## src/rtl/mdu_pkg.sv

```systemverilog
// Shared op codes, FSM encoding and width defaults for the M-extension sequencer.
// Combinational definitions only; no latency.
// No flow control; consumed by the ALU decode and the sequencer.
package mdu_pkg;

  localparam int XLEN_DEFAULT = 32;

  // SELECT codes shared with the single-cycle ALU decode
  localparam logic [4:0] SEL_MUL    = 5'b11000;
  localparam logic [4:0] SEL_MULH   = 5'b11001;
  localparam logic [4:0] SEL_MULHSU = 5'b11010;
  localparam logic [4:0] SEL_MULHU  = 5'b11011;
  localparam logic [4:0] SEL_DIV    = 5'b11100;
  localparam logic [4:0] SEL_REM    = 5'b11101;
  localparam logic [4:0] SEL_REMU   = 5'b11111;

  typedef enum logic [1:0] {
    IDLE   = 2'd0,
    CALC   = 2'd1,
    FIX    = 2'd2,
    FINISH = 2'd3
  } state_t;

  // 11110 is deliberately absent: it belongs to no M-extension op here
  function automatic logic sel_supported(input logic [4:0] sel);
    return sel inside {SEL_MUL, SEL_MULH, SEL_MULHSU, SEL_MULHU,
                       SEL_DIV, SEL_REM, SEL_REMU};
  endfunction

endpackage

```

## src/rtl/mdu_sequencer_if.sv

```systemverilog
// Request/response bundle between the EX stage and the multi-cycle MDU.
// Pure wiring; no latency.
// STALL is the only backpressure: the pipeline holds operands while it is high.
interface mdu_sequencer_if #(
  parameter int XLEN = mdu_pkg::XLEN_DEFAULT
);
  logic            start;
  logic [4:0]      select;
  logic [XLEN-1:0] data1;
  logic [XLEN-1:0] data2;
  logic            kill;
  logic            stall;
  logic            busy;
  logic            done;
  logic [XLEN-1:0] result;

  // EX-stage side
  modport master (
    output start, select, data1, data2, kill,
    input  stall, busy, done, result
  );

  // MDU side
  modport slave (
    input  start, select, data1, data2, kill,
    output stall, busy, done, result
  );
endinterface

```

## src/rtl/mdu_step.sv

```systemverilog
// One iteration of the MDU datapath: shift-add multiply or restoring-divide step.
// Purely combinational; zero latency.
// No flow control; the sequencer decides when the step result is registered.
module mdu_step
  import mdu_pkg::*;
#(
  parameter int XLEN = XLEN_DEFAULT
) (
  input  logic            is_div_i,
  input  logic [XLEN-1:0] hi_i,    // product upper half / partial remainder
  input  logic [XLEN-1:0] lo_i,    // multiplier bits left / dividend-quotient
  input  logic [XLEN-1:0] opnd_i,  // multiplicand or divisor magnitude
  output logic [XLEN-1:0] hi_o,
  output logic [XLEN-1:0] lo_o
);

  logic [XLEN:0]   sum;
  logic [XLEN:0]   add_sel;
  logic [XLEN:0]   shr;
  logic [XLEN-1:0] diff;
  logic            ge;

  // Select between add-then-shift-right and shift-left-then-trial-subtract
  always_comb begin
    // Multiply: carry out of the add must survive the right shift
    sum     = {1'b0, hi_i} + {1'b0, opnd_i};
    add_sel = lo_i[0] ? sum : {1'b0, hi_i};
    // Divide: the shifted remainder can exceed XLEN bits before the subtract
    shr     = {hi_i, lo_i[XLEN-1]};
    ge      = (shr >= {1'b0, opnd_i});
    // When ge holds, the true difference is below the divisor and fits XLEN bits
    diff    = shr[XLEN-1:0] - opnd_i;
    if (is_div_i) begin
      hi_o = ge ? diff : shr[XLEN-1:0];
      lo_o = {lo_i[XLEN-2:0], ge};
    end else begin
      hi_o = add_sel[XLEN:1];
      lo_o = {add_sel[0], lo_i[XLEN-1:1]};
    end
  end

endmodule

```

## src/rtl/mdu_sequencer.sv

```systemverilog
// Multi-cycle MUL/MULH*/DIV/REM sequencer for the EX stage with registered RESULT.
// Normal ops: DONE 34 cycles after START; divide-by-zero/overflow: DONE 1 cycle after.
// Stalls the pipeline while working; KILL aborts without DONE, START ignored unless idle.
module mdu_sequencer
  import mdu_pkg::*;
#(
  parameter int XLEN = XLEN_DEFAULT
) (
  input logic              clk_i,
  input logic              rst_i,
  mdu_sequencer_if.slave   bus
);

  localparam int CW = $clog2(XLEN);

  state_t          state_q;
  logic [CW-1:0]   cnt_q;
  logic [XLEN-1:0] hi_q;
  logic [XLEN-1:0] lo_q;
  logic [XLEN-1:0] opnd_q;
  logic [XLEN-1:0] result_q;
  logic [4:0]      op_q;
  logic            a_neg_q;
  logic            b_neg_q;
  logic            busy_q;
  logic            done_q;

  logic            accept;
  logic            req_div;
  logic            a_neg;
  logic            b_neg;
  logic [XLEN-1:0] a_mag;
  logic [XLEN-1:0] b_mag;
  logic            div_zero;
  logic            ovf;
  logic [XLEN-1:0] fast_res;
  logic [2*XLEN-1:0] prod;
  logic [2*XLEN-1:0] prod_fix;
  logic [XLEN-1:0] quot_fix;
  logic [XLEN-1:0] rem_fix;
  logic [XLEN-1:0] fix_res;
  logic [XLEN-1:0] step_hi;
  logic [XLEN-1:0] step_lo;

  // Decode the incoming request: signs, magnitudes and the fast-path cases
  always_comb begin
    req_div  = bus.select[2];
    a_neg    = bus.data1[XLEN-1] &
               (bus.select inside {SEL_MUL, SEL_MULH, SEL_MULHSU, SEL_DIV, SEL_REM});
    b_neg    = bus.data2[XLEN-1] &
               (bus.select inside {SEL_MUL, SEL_MULH, SEL_DIV, SEL_REM});
    a_mag    = a_neg ? -bus.data1 : bus.data1;
    b_mag    = b_neg ? -bus.data2 : bus.data2;
    div_zero = req_div & (bus.data2 == '0);
    ovf      = (bus.select inside {SEL_DIV, SEL_REM}) &
               (bus.data1 == {1'b1, {(XLEN-1){1'b0}}}) & (bus.data2 == '1);
    if (div_zero) begin
      fast_res = (bus.select == SEL_DIV) ? '1 : bus.data1;
    end else begin
      fast_res = (bus.select == SEL_DIV) ? bus.data1 : '0;
    end
    accept   = (state_q == IDLE) & bus.start & sel_supported(bus.select) & ~bus.kill;
  end

  // Sign correction and result selection applied in FIX
  always_comb begin
    prod     = {hi_q, lo_q};
    prod_fix = (a_neg_q ^ b_neg_q) ? -prod : prod;
    quot_fix = (a_neg_q ^ b_neg_q) ? -lo_q : lo_q;
    rem_fix  = a_neg_q ? -hi_q : hi_q;
    case (op_q)
      SEL_MUL:                          fix_res = prod_fix[XLEN-1:0];
      SEL_MULH, SEL_MULHSU, SEL_MULHU:  fix_res = prod_fix[2*XLEN-1:XLEN];
      SEL_DIV:                          fix_res = quot_fix;
      default:                          fix_res = rem_fix;
    endcase
  end

  mdu_step #(.XLEN(XLEN)) u_step (
    .is_div_i (op_q[2]),
    .hi_i     (hi_q),
    .lo_i     (lo_q),
    .opnd_i   (opnd_q),
    .hi_o     (step_hi),
    .lo_o     (step_lo)
  );

  // Sequencer FSM with counter, operand registers and registered outputs
  always_ff @(posedge clk_i) begin
    if (rst_i) begin
      state_q  <= IDLE;
      cnt_q    <= '0;
      hi_q     <= '0;
      lo_q     <= '0;
      opnd_q   <= '0;
      result_q <= '0;
      op_q     <= '0;
      a_neg_q  <= 1'b0;
      b_neg_q  <= 1'b0;
      busy_q   <= 1'b0;
      done_q   <= 1'b0;
    end else begin
      done_q <= 1'b0;
      case (state_q)
        IDLE: begin
          if (accept) begin
            op_q    <= bus.select;
            a_neg_q <= a_neg;
            b_neg_q <= b_neg;
            cnt_q   <= CW'(XLEN - 1);
            hi_q    <= '0;
            lo_q    <= req_div ? a_mag : b_mag;
            opnd_q  <= req_div ? b_mag : a_mag;
            if (div_zero | ovf) begin
              result_q <= fast_res;
              done_q   <= 1'b1;
              state_q  <= FINISH;
            end else begin
              busy_q  <= 1'b1;
              state_q <= CALC;
            end
          end
        end
        CALC: begin
          if (bus.kill) begin
            busy_q  <= 1'b0;
            state_q <= IDLE;
          end else begin
            hi_q <= step_hi;
            lo_q <= step_lo;
            if (cnt_q == '0) begin
              state_q <= FIX;
            end else begin
              cnt_q <= cnt_q - CW'(1);
            end
          end
        end
        FIX: begin
          busy_q <= 1'b0;
          if (bus.kill) begin
            state_q <= IDLE;
          end else begin
            result_q <= fix_res;
            done_q   <= 1'b1;
            state_q  <= FINISH;
          end
        end
        FINISH: state_q <= IDLE;
        default: state_q <= IDLE;
      endcase
    end
  end

  assign bus.stall  = accept | busy_q;
  assign bus.busy   = busy_q;
  assign bus.done   = done_q;
  assign bus.result = result_q;

endmodule

```

## src/flat_wrapper.sv

```systemverilog
// flat-port wrapper written by rule: the top's interface ports become plain ports
module mdu_sequencer_flat import mdu_pkg::*;
#(
  parameter int XLEN = XLEN_DEFAULT
)
  (clk_i, rst_i, bus_start, bus_select, bus_data1, bus_data2, bus_kill, bus_stall, bus_busy, bus_done, bus_result);
  mdu_sequencer_if #(.XLEN(XLEN)) bus_i ();
  input logic clk_i;
  input logic rst_i;
  input wire logic [$bits(bus_i.start)-1:0] bus_start;
  input wire logic [$bits(bus_i.select)-1:0] bus_select;
  input wire logic [$bits(bus_i.data1)-1:0] bus_data1;
  input wire logic [$bits(bus_i.data2)-1:0] bus_data2;
  input wire logic [$bits(bus_i.kill)-1:0] bus_kill;
  output wire logic [$bits(bus_i.stall)-1:0] bus_stall;
  output wire logic [$bits(bus_i.busy)-1:0] bus_busy;
  output wire logic [$bits(bus_i.done)-1:0] bus_done;
  output wire logic [$bits(bus_i.result)-1:0] bus_result;
  assign bus_i.start = bus_start;
  assign bus_i.select = bus_select;
  assign bus_i.data1 = bus_data1;
  assign bus_i.data2 = bus_data2;
  assign bus_i.kill = bus_kill;
  assign bus_stall = bus_i.stall;
  assign bus_busy = bus_i.busy;
  assign bus_done = bus_i.done;
  assign bus_result = bus_i.result;
  mdu_sequencer #(.XLEN(XLEN)) u_core (.clk_i(clk_i), .rst_i(rst_i), .bus(bus_i));
endmodule
```

## config.mk

```make
export PLATFORM = sky130hd
export DESIGN_NAME = mdu_sequencer_flat
export DESIGN_NICKNAME = d
export VERILOG_FILES = /design/src/rtl/mdu_pkg.sv /design/src/rtl/mdu_sequencer_if.sv /design/src/rtl/mdu_step.sv /design/src/rtl/mdu_sequencer.sv /design/src/flat_wrapper.sv
export SDC_FILE = /design/constraint.sdc
export NUM_CORES = 1
export LEC_CHECK = 0
export ABC_AREA = 1
export BUFFER_PORTS_ARGS = -buffer_cell sky130_fd_sc_hd__buf_2
export CAP_MARGIN = 20
export CORE_ASPECT_RATIO = 0.6
export CORE_UTILIZATION = 30
export CTS_CLUSTER_SIZE = 25
export DETAILED_ROUTE_END_ITERATION = 8
export HOLD_SLACK_MARGIN = 0.08
export PLACE_DENSITY_LB_ADDON = 0.3
export SLEW_MARGIN = 20
export SYNTH_ARGS = -nofsm -noshare
export SYNTH_HDL_FRONTEND = slang
export SYNTH_SLANG_ARGS = --single-unit
```

## constraint.sdc

```tcl
create_clock -name clk_i -period 6.2 [get_ports clk_i]
set_input_delay 1.24 -clock clk_i [delete_from_list [all_inputs] [get_ports clk_i]]
set_output_delay 1.24 -clock clk_i [all_outputs]
set_load 0.005 [all_outputs]
```

==> metrics.md <==
| Metric | Value |
|---|---|
| Routed WL | `99.0 mm` |
| Clock transition at the registers of the reported paths | `~0.070 ns` |
| Maximum vdd drop | `0.000188 V` |
| Total clock sinks | `144` |
| Area of the multi-input gates | `13400 um^2` |
| Final hold vios | `0` |
| Worst Tran Pin Value | `1.03 ns` |
| Die height | `195 um` |
| Clock root cell | `clkbuf_16` |
| Core area | `61200 um^2` |
| Total track usage | `30.2%` |
| Period utilization | `between 60% and 70%` |
| Vias per cell | `about 5.4` |
| RSZ-0062 raised after global routing | `false` |
| Die X | `324 um` |
| Max Clock Skew | `0.0268 ns` |
| Syn. warnings | `0` |
| Initial antenna violation count | `5` |
| Antenna-violating nets left | `0` |
| Initial Util | `30.6%` |
| Period minus WS final | `3.96 ns` |
| Via count | `about 24000` |
| I/O Pins | `108` |
| Clk buf depth | `2` |
| Vias in the first global route | `around 20000` |
| Hold Path Stages | `2` |
| Post-place setup slack | `between 1.5 and 2 ns` |
| Die Area | `63400 um^2` |
| # port buffers | `107` |
| Flops & latches, synth | `144` |
| Synthesized instance count | `3572` |
| EDFF count, synth | `0` |
| Iter 0 DRT Violations | `3655` |
| Sequential area share after synthesis | `15.4%` |
| Area Growth Syn to Fin | `9.52%` |
| Share of layout cells above drive strength 1 | `6.49%` |
| Setup WS post-layout | `approximately 2.2 ns` |
| Leakage power | `0.0104 uW` |
| Top-count cell post-synth | `nand2_1` |
| Top_reg_cell synth | `dfxtp_1` |
| Hold Buf Count CTS | `0` |
| # H-tree levels | `4` |
| Required time worst endpoint | `4.96 ns` |
| Worst-Skew Late Latency | `0.47 ns` |
| Placed Cells | `4402` |
| CP Capture Type | `primary output` |
| Cell accounting for the most synthesized area | `nand2_1` |
| Setup TNS | `0 ns` |
| Post-synth top area share | `between 20% and 30%` |
| Grt ovf | `0` |
| Peak Freq | `between 0.2 and 0.3 GHz` |
| Routed len/inst | `22.3 um` |
| PD cells | `268 nW/um^2` |
| Layout Cells excl Fill | `approximately 4400` |
| Number of buffers created by CTS | `17` |
| # DRC | `0` |
| First drt pass iteration count | `8` |
| Nets@finish | `3742` |
| Slew HR | `31.2%` |
| Register area | `2880 um^2` |
| Setup violators final | `0` |
| Tot Pwr | `5490 uW` |
| Outcome | `finished clean` |
| Post-synth top cells | `nand2_1, inv_1, nor2_1` |
| Rows | `70` |
| Cell variety after synth | `~50` |
| Final Max Tran Viols | `0` |
| Post-Syn Nets | `around 3700` |
| CP arrival | `roughly 2.7 ns` |
| Post-synth ARST share | `0%` |
| Worst-path fanout max | `24` |
| DPL Wire Length | `around 82 mm` |
| Hold WC Path Type | `register to register` |
| Mapped Area | `18700 um^2` |
| CTS tree | `yes` |
| Largest net degree at the start of global routing | `76` |
| # resized after CTS | `0` |
| Postcts setup bufs | `0` |
| Fillers | `7063` |
| Max-cap viol count | `0` |
| Post-synthesis area per instance | `5.24 um^2` |
| Kind of critical path | `primary input to primary output` |
| Util after Layout | `33.5%` |
| Worst Setup Start Kind | `primary input` |
| Top post-synthesis cells by area | `nand2_1, dfxtp_1, nand3_1` |
| Placer Congestion | `1.07` |
| First-pass GRT wire length | `roughly 140 mm` |
| R2R depth | `14` |
per-layer routing:
metal / routed length, um / vias to the layer above / track usage, % / part of all wire [%]
met5: 24 / - / 0 / 0.024
met4: 1300 / 4 / 4.21 / 1.3
met3: 17800 / 87 / 13.2 / 18
met2: 31900 / 1557 / 34.3 / 32
met1: 48000 / 10998 / 49.0 / 48
li1: - / 11487 / - / -
worst max-delay path: stages:
cell     delay [ns]
buf_2          0.19
nand2_1        0.09
nor2_1         0.26
nor2_1         0.09
nand2_2        0.14
inv_2          0.22
or2_2          0.34
buf_2          0.13
cell type report:
type | count | area share, %
clock buffer | 17 | 2.08
multi-input combinational | 2808 | 65.4
timing repair buffer | 135 | 3.64
antenna | 2 | 0.0244
inverter | 487 | 8.93
sequential | 144 | 14.1
clock inverter | 15 | 0.825
tap | 828 | 5.06
where the power goes:
part	leakage [uW]	total, uW	switching [uW]	internal (uW)
clock network	0.000284	1070	529	542
logic	0.00899	3200	2360	848
registers	0.00117	1210	174	1040
total	0.0104	5490	3060	2430
path summary, 6_finish.rpt:
kind	from	slack, ns	end
worst max-delay path	bus_select[2]	2.24	bus_stall
worst min-delay path	u_core.bus.result[15]	0.47	u_core.bus.result[15]
worst max register to register	u_core.state_q[1]	2.46	u_core.hi_q[7]
worst min register to register	u_core.bus.result[15]	0.47	u_core.bus.result[15]
state kept, by name, indices dropped and copies added, names as in the netlist:
name,cells
u_core.bus.result,32
u_core.hi_q,32
u_core.lo_q,32
u_core.opnd_q,32
u_core.cnt_q,5
u_core.op_q,5
u_core.state_q,2
u_core.a_neg_q,1
u_core.b_neg_q,1
u_core.bus.busy,1
u_core.bus.done,1
kinds of logic after synthesis:
| kind of cell | count (synthesis) | share of synthesized area [%] |
|---|---|---|
| adders and majority gates | 76 | 5.16 |
| buffers and inverters | 620 | 13.0 |
| AOI/OAI and AO/OA | 576 | 16.5 |
| and+or+nand+nor | 2093 | 46.9 |
| xor gates and xnor gates | 63 | 2.95 |
| DFF | 144 | 15.4 |
through the flow:
stage / hold WS [ns] / cell area, um^2
after floorplan: 0.431 / 18700
after global placement: 0.453 / 19900
after detailed placement: 0.455 / 19900
after CTS: 0.468 / 20500
after global routing: 0.478 / 20500
final: 0.467 / 20500
cells in the final DEF, fill, tap and decap left out, types with 3 or more instances in the layout:
cell type	Yosys	final
inv_8	0	4
clkbuf_16	0	17
inv_6	0	4
nor2_2	10	10
nand3b_1	19	19
xnor2_1	12	12
a21oi_1	276	276
nand3_2	5	5
nor2_4	6	7
buf_4	9	28
clkinv_1	3	3
xor2_1	51	51
inv_2	13	14
o22ai_1	4	4
dfxtp_1	144	143
o221ai_1	4	4
o21bai_1	8	8
o21ai_1	20	20
and2_1	5	5
a31oi_1	17	17
a22oi_1	7	7
nor3_1	34	34
a21o_1	3	3
o21ai_0	193	193
nand2_1	1171	1171
buf_2	31	107
or2_2	12	12
nor2_1	402	401
nand2_2	11	11
ha_1	74	74
nand4_1	51	51
nor4_1	3	3
o211ai_1	28	28
inv_1	470	469
o21a_1	7	7
clkinv_8	0	4
nand3_1	356	356
Note: power is estimated with default switching activity, not from simulation.
